<file path="src/rtl/aes_spi_slave_pkg.sv">
// ----------------------------------------------------------------------------
// aes_spi_slave_pkg
//   Shared definitions for the AES SPI slave: the fixed block width, the
//   controller state encoding and the frame-length helper.
// ----------------------------------------------------------------------------
package aes_spi_slave_pkg;

    // AES block width; the link always carries exactly one block each way.
    localparam int unsigned DATA_W = 128;

    typedef enum logic [2:0] {
        IDLE,
        RX,
        START,
        WAIT,
        TX,
        DONE
    } state_e;

    // Frame = op bit + data block + key (nk 32-bit words).
    function automatic int unsigned frame_len(input int unsigned nk);
        return 1 + DATA_W + nk * 32;
    endfunction

endpackage

</file>
<file path="src/rtl/aes_spi_slave.sv">
// ----------------------------------------------------------------------------
// aes_spi_slave
//   Device-side responder of the AES SPI link. Receives an op bit, a 128-bit
//   block and an Nk*32-bit key on mosi, launches the external AES core, then
//   streams the 128-bit core result back on miso and pulses done_enc/done_dec.
//
// Ports
//   clk          forwarded SPI bit clock, all logic on the rising edge
//   rst          synchronous active-high reset
//   cs_n         frame select, active low
//   mosi         serial in, MSB first
//   miso         serial out, MSB first
//   miso_valid   high on every cycle miso carries a result bit
//   busy         high from the first frame bit until the done pulse
//   done_enc     one-cycle pulse after an encrypt result is shifted out
//   done_dec     one-cycle pulse after a decrypt result is shifted out
//   core_start   one-cycle launch pulse to the AES core
//   core_dec     0 = encrypt, 1 = decrypt
//   core_data    block presented to the core
//   core_key     key presented to the core
//   core_done    core result valid, only honoured while waiting on the core
//   core_result  core output, captured on core_done
// ----------------------------------------------------------------------------
module aes_spi_slave
    import aes_spi_slave_pkg::*;
#(
    parameter int unsigned Nk = 8
) (
    input  logic                clk,
    input  logic                rst,
    input  logic                cs_n,
    input  logic                mosi,
    output logic                miso,
    output logic                miso_valid,
    output logic                busy,
    output logic                done_enc,
    output logic                done_dec,
    output logic                core_start,
    output logic                core_dec,
    output logic [DATA_W-1:0]   core_data,
    output logic [Nk*32-1:0]    core_key,
    input  logic                core_done,
    input  logic [DATA_W-1:0]   core_result
);

    localparam int unsigned KEY_W = Nk * 32;
    localparam int unsigned RX_W  = DATA_W + KEY_W;
    localparam int unsigned FRAME = frame_len(Nk);
    localparam int unsigned CNT_W = $clog2(FRAME);

    localparam logic [CNT_W-1:0] RX_LAST = CNT_W'(FRAME - 1);
    localparam logic [CNT_W-1:0] TX_LAST = CNT_W'(DATA_W - 1);
    localparam logic [CNT_W-1:0] CNT_ONE = CNT_W'(1);

    state_e             state_q, state_d;
    logic [CNT_W-1:0]   cnt_q,   cnt_d;
    logic               op_q,    op_d;
    logic [RX_W-1:0]    rx_q,    rx_d;
    logic [DATA_W-1:0]  tx_q,    tx_d;

    always_ff @(posedge clk) begin
        if (rst) begin
            state_q <= IDLE;
            cnt_q   <= '0;
            op_q    <= 1'b0;
            rx_q    <= '0;
            tx_q    <= '0;
        end else begin
            state_q <= state_d;
            cnt_q   <= cnt_d;
            op_q    <= op_d;
            rx_q    <= rx_d;
            tx_q    <= tx_d;
        end
    end

    always_comb begin
        state_d    = state_q;
        cnt_d      = cnt_q;
        op_d       = op_q;
        rx_d       = rx_q;
        tx_d       = tx_q;
        miso       = 1'b0;
        miso_valid = 1'b0;
        busy       = 1'b0;
        done_enc   = 1'b0;
        done_dec   = 1'b0;
        core_start = 1'b0;

        case (state_q)
            IDLE: begin
                // The op bit is the first frame bit and is taken here, so
                // the RX count starts at one.
                if (!cs_n) begin
                    op_d    = mosi;
                    rx_d    = '0;
                    cnt_d   = CNT_ONE;
                    state_d = RX;
                end
            end

            RX: begin
                busy = 1'b1;
                if (cs_n) begin
                    // Early deselect: drop the partial frame entirely.
                    op_d    = 1'b0;
                    rx_d    = '0;
                    cnt_d   = '0;
                    state_d = IDLE;
                end else begin
                    rx_d = {rx_q[RX_W-2:0], mosi};
                    if (cnt_q == RX_LAST) begin
                        cnt_d   = '0;
                        state_d = START;
                    end else begin
                        cnt_d = cnt_q + CNT_ONE;
                    end
                end
            end

            START: begin
                busy       = 1'b1;
                core_start = 1'b1;
                state_d    = WAIT;
            end

            WAIT: begin
                busy = 1'b1;
                if (core_done) begin
                    tx_d    = core_result;
                    cnt_d   = '0;
                    state_d = TX;
                end
            end

            TX: begin
                busy       = 1'b1;
                miso       = tx_q[DATA_W-1];
                miso_valid = 1'b1;
                tx_d       = {tx_q[DATA_W-2:0], 1'b0};
                if (cnt_q == TX_LAST) begin
                    cnt_d   = '0;
                    state_d = DONE;
                end else begin
                    cnt_d = cnt_q + CNT_ONE;
                end
            end

            DONE: begin
                done_enc = ~op_q;
                done_dec = op_q;
                state_d  = IDLE;
            end

            default: begin
                cnt_d   = '0;
                state_d = IDLE;
            end
        endcase
    end

    // The RX register holds {data, key}; it is frozen from START until the
    // next frame begins, which keeps the core inputs stable while waiting.
    assign core_dec  = op_q;
    assign core_data = rx_q[RX_W-1 -: DATA_W];
    assign core_key  = rx_q[KEY_W-1:0];

endmodule

</file>
<file path="config.mk">
export PLATFORM = sky130hd
export DESIGN_NAME = aes_spi_slave
export DESIGN_NICKNAME = d
export VERILOG_FILES = /design/src/rtl/aes_spi_slave_pkg.sv /design/src/rtl/aes_spi_slave.sv
export SDC_FILE = /design/constraint.sdc
export NUM_CORES = 1
export LEC_CHECK = 0
export ABC_AREA = 1
export CAP_MARGIN = 30
export CORE_MARGIN = 5
export CORE_UTILIZATION = 40
export CTS_CLUSTER_SIZE = 25
export DETAILED_ROUTE_END_ITERATION = 6
export PLACE_DENSITY = 0.7
export SLEW_MARGIN = 30
export SYNTH_ARGS = -nofsm -noshare
export SYNTH_HDL_FRONTEND = slang
export SYNTH_SLANG_ARGS = --single-unit
</file>
<file path="constraint.sdc">
create_clock -name clk -period 1.6 [get_ports clk]
set_input_delay 0.4 -clock clk [delete_from_list [all_inputs] [get_ports clk]]
set_output_delay 0.4 -clock clk [all_outputs]
set_load 0.1 [all_outputs]
</file>
==> metrics.txt <==
run status=complete, but fails checks; violated checks=setup timing; Avg WL per Cell=20.0 um; compound-cell area share of the yosys netlist=17.3%; setup repair after global routing missed its margin=yes; cell count after placement=3,609; mean instance size in the synthesized netlist=7.80 um^2; number of pins exceeding their max-slew limit in the final report=0; number of nets with antenna violations after detailed routing=0; post-detailed-routing wire length=75,300 um; initial antenna violation count=2; Area contributors post-synth=sky130_fd_sc_hd__dfxtp_1, sky130_fd_sc_hd__nand2_1, sky130_fd_sc_hd__nand3_1; die extent in x=233 um; count of port buffers added during placement=523; number of instances in the synthesized netlist=2,562; clock-pin slew reported for the worst setup and hold paths after clock tree synthesis=0.07 ns; area share of the largest cell type after synthesis=52.6%; share of synthesized area occupied by flip-flops and latches=52.6%; via count of the first global-routing pass=19,900; synth cell count leaders=sky130_fd_sc_hd__nand2_1, sky130_fd_sc_hd__dfxtp_1, sky130_fd_sc_hd__nand3_1; Synth Area in XOR/XNOR=0%; peak supply drop=1100 uV; CTS Root Cell=sky130_fd_sc_hd__clkbuf_16; Avg Vias per Cell=5.62; portion of netlist area occupied by mux cells=0%; final hold slack=0.187 ns; number of DRC markers after the initial detailed-route iteration=2,073; number of distinct standard cells referenced by the synthesized netlist=23; fraction of registers with async set/reset=0%; Clock Skew=0.0215 ns; kind of launch point of the worst setup path=register; I/O pin count=524; global-route wire length before repair=108,000 um; total iterations of the first detailed-routing run=6; number of hold buffers added after cts=0; buffer depth of the longest clock path=3; area of placed instances=30,200 um^2; type of the worst setup path=register to output pin; worst path setup slack after routing=-0.401 ns; fin crit share=125%; via count=21,200; CP Data Required Time=1.20 ns; LEAKAGE=12.3 nW; Primary FF master, synth=sky130_fd_sc_hd__dfxtp_1; H-tree level count=2; fraction of layout instances using a drive strength above 1=36.3%; Post-Layout Inst Area=34,300 um^2; clock tree sinks=525; initial cell density of the core=40.6%; post-synth net total=2,697; WL met2=37,000 um; power density normalized to cell area=1150 nW/um^2; nets=3,195; floorplan die area=54,500 um^2; non-filler cells in the finished layout=3,765; final standard cell utilization of the core=69.9%; clock tree from TritonCTS=built; library cell occupying the most area in the post-synthesis netlist=sky130_fd_sc_hd__dfxtp_1; Post-Route Setup TNS=-30.27 ns; Placeable Area=49,200 um^2; met3 wire length=7160 um; Fillers=3,328; number of synthesized flops with an enable pin=0; count of final hold-check violations=0; slew at the pin with the worst max-slew slack=0.445 ns; Highest Signal Layer=met5; Total Power Consumption=39.4 mW; grt ovf=0; placer congestion estimate=0.845; sum of net half-perimeters after detailed placement=47,200 um; path type of the worst min-delay path=input port to register; area delta synth->final=71.9%; Overall Global Routing Usage=24.1%; Site Rows=81; pre-CTS WS=-0.432 ns; share of synthesized cell area in full adder, half adder and majority cells=0.125%; cts bufs inserted=54; M1 wire length=27,700 um; number of remaining DRC errors=0; largest fanout on the critical path=5; combinational family with the most area after synthesis=simple AND/OR/NAND/NOR gates; count of final setup violators=471; peak clock frequency supported by timing=0.500 GHz; total area of sequential cells=11,000 um^2; Final Critical Period=2.00 ns; maximum capacitance violations=0; count of warnings emitted by yosys=0; area of the multi-input gates=8640 um^2; combined area of all synthesized cells=20,000 um^2; most instantiated library cell after synthesis=sky130_fd_sc_hd__nand2_1; headroom to the max-slew limit=70.1%; simple-gate share of the synthesized area=23.5%; Chip Height=233 um; maximum number of pins on one net before global-route repair=73; clock latency on the worst-skew pair=0.60 ns; critical path capture point type=output pin; signal arrival time at the worst endpoint=1.60 ns; #FFs+latches synth=525
flip-flops by register name, indices dropped and copies added (netlist names):
name and cells:
tx_q 128, rx_q 384, core_dec 1, state_q 3, cnt_q 9
layout make-up:
cell class                 instances  area share (%)
inverter                          29           0.346
sequential                       525            32.2
clock inverter                    24            1.05
antenna                            2          0.0146
tap                              664            2.42
multi-input combinational       1766            25.2
clock buffer                      71            4.39
timing repair buffer             684            34.5
path summary, 6_finish.rpt:
kind	startpoint	end	slack, ns	cells past startpoint
hold / removal	rst	tx_q[0]$_SDFFE_PP0P_	0.19	3
setup / recovery	state_q[2]$_SDFFE_PP0P_	miso	-0.40	5
hold reg to reg	tx_q[0]$_SDFFE_PP0P_	tx_q[0]$_SDFFE_PP0P_	0.48	2
setup reg to reg	state_q[1]$_SDFFE_PP0P_	rx_q[248]$_SDFFE_PP0P_	-0.21	9
metal layers:
| metal | vias up | global-route usage [%] |
|---|---|---|
| met1 | 10100 | 28.3 |
| met2 | 1070 | 41.2 |
| met4 | 2 | 9.63 |
| met5 | - | 0 |
| li1 | 9756 | - |
| met3 | 212 | 7.21 |
timing repair:
action,CTS,global route
resized for setup,449,144
setup endpoints to repair,405,550
hold endpoints to repair,0,0
pin swaps,16,7
cloned,10,25
buffers inserted,13,14
kinds of logic after synthesis:
kind of cell | after synthesis
AOI/OAI and AO/OA | 656
adders and majority gates | 2
buffers and inverters | 271
DFF | 525
and+or+nand+nor | 1108
report_power, final:
part           switching, mW  internal (mW)  leakage [nW]
sequential             0.432           13.7          4.44
combinational           7.04           4.90          6.93
clock                   5.29           8.05         0.918
total                   12.8           26.6          12.3
cell usage in the layout (no fill, tap or decap), drive strengths merged:
cell type | Yosys | final
a21oi | 392 | 392
nand3b | 1 | 1
clkinv | 0 | 13
nand3 | 405 | 405
nand2 | 678 | 678
a31oi | 128 | 128
buf | 169 | 529
clkdlybuf4s50 | 0 | 131
nor3 | 2 | 2
o21ai | 134 | 134
inv | 29 | 29
o31ai | 1 | 1
clkbuf | 73 | 94
clkinvlp | 0 | 2
nor2 | 22 | 22
bufinv | 0 | 9
a211oi | 1 | 1
diode | 0 | 2
ha | 2 | 2
dfxtp | 525 | 525
bufbuf | 0 | 1
worst max-delay path: stages, from the launching register on:
cell and delay [ns]:
sky130_fd_sc_hd__dfxtp_2 0.36, sky130_fd_sc_hd__buf_6 0.13, sky130_fd_sc_hd__buf_12 0.10, sky130_fd_sc_hd__nand2_8 0.07
sky130_fd_sc_hd__nor2_4 0.14, sky130_fd_sc_hd__buf_12 0.19
Power figures use the tool's default switching activity.
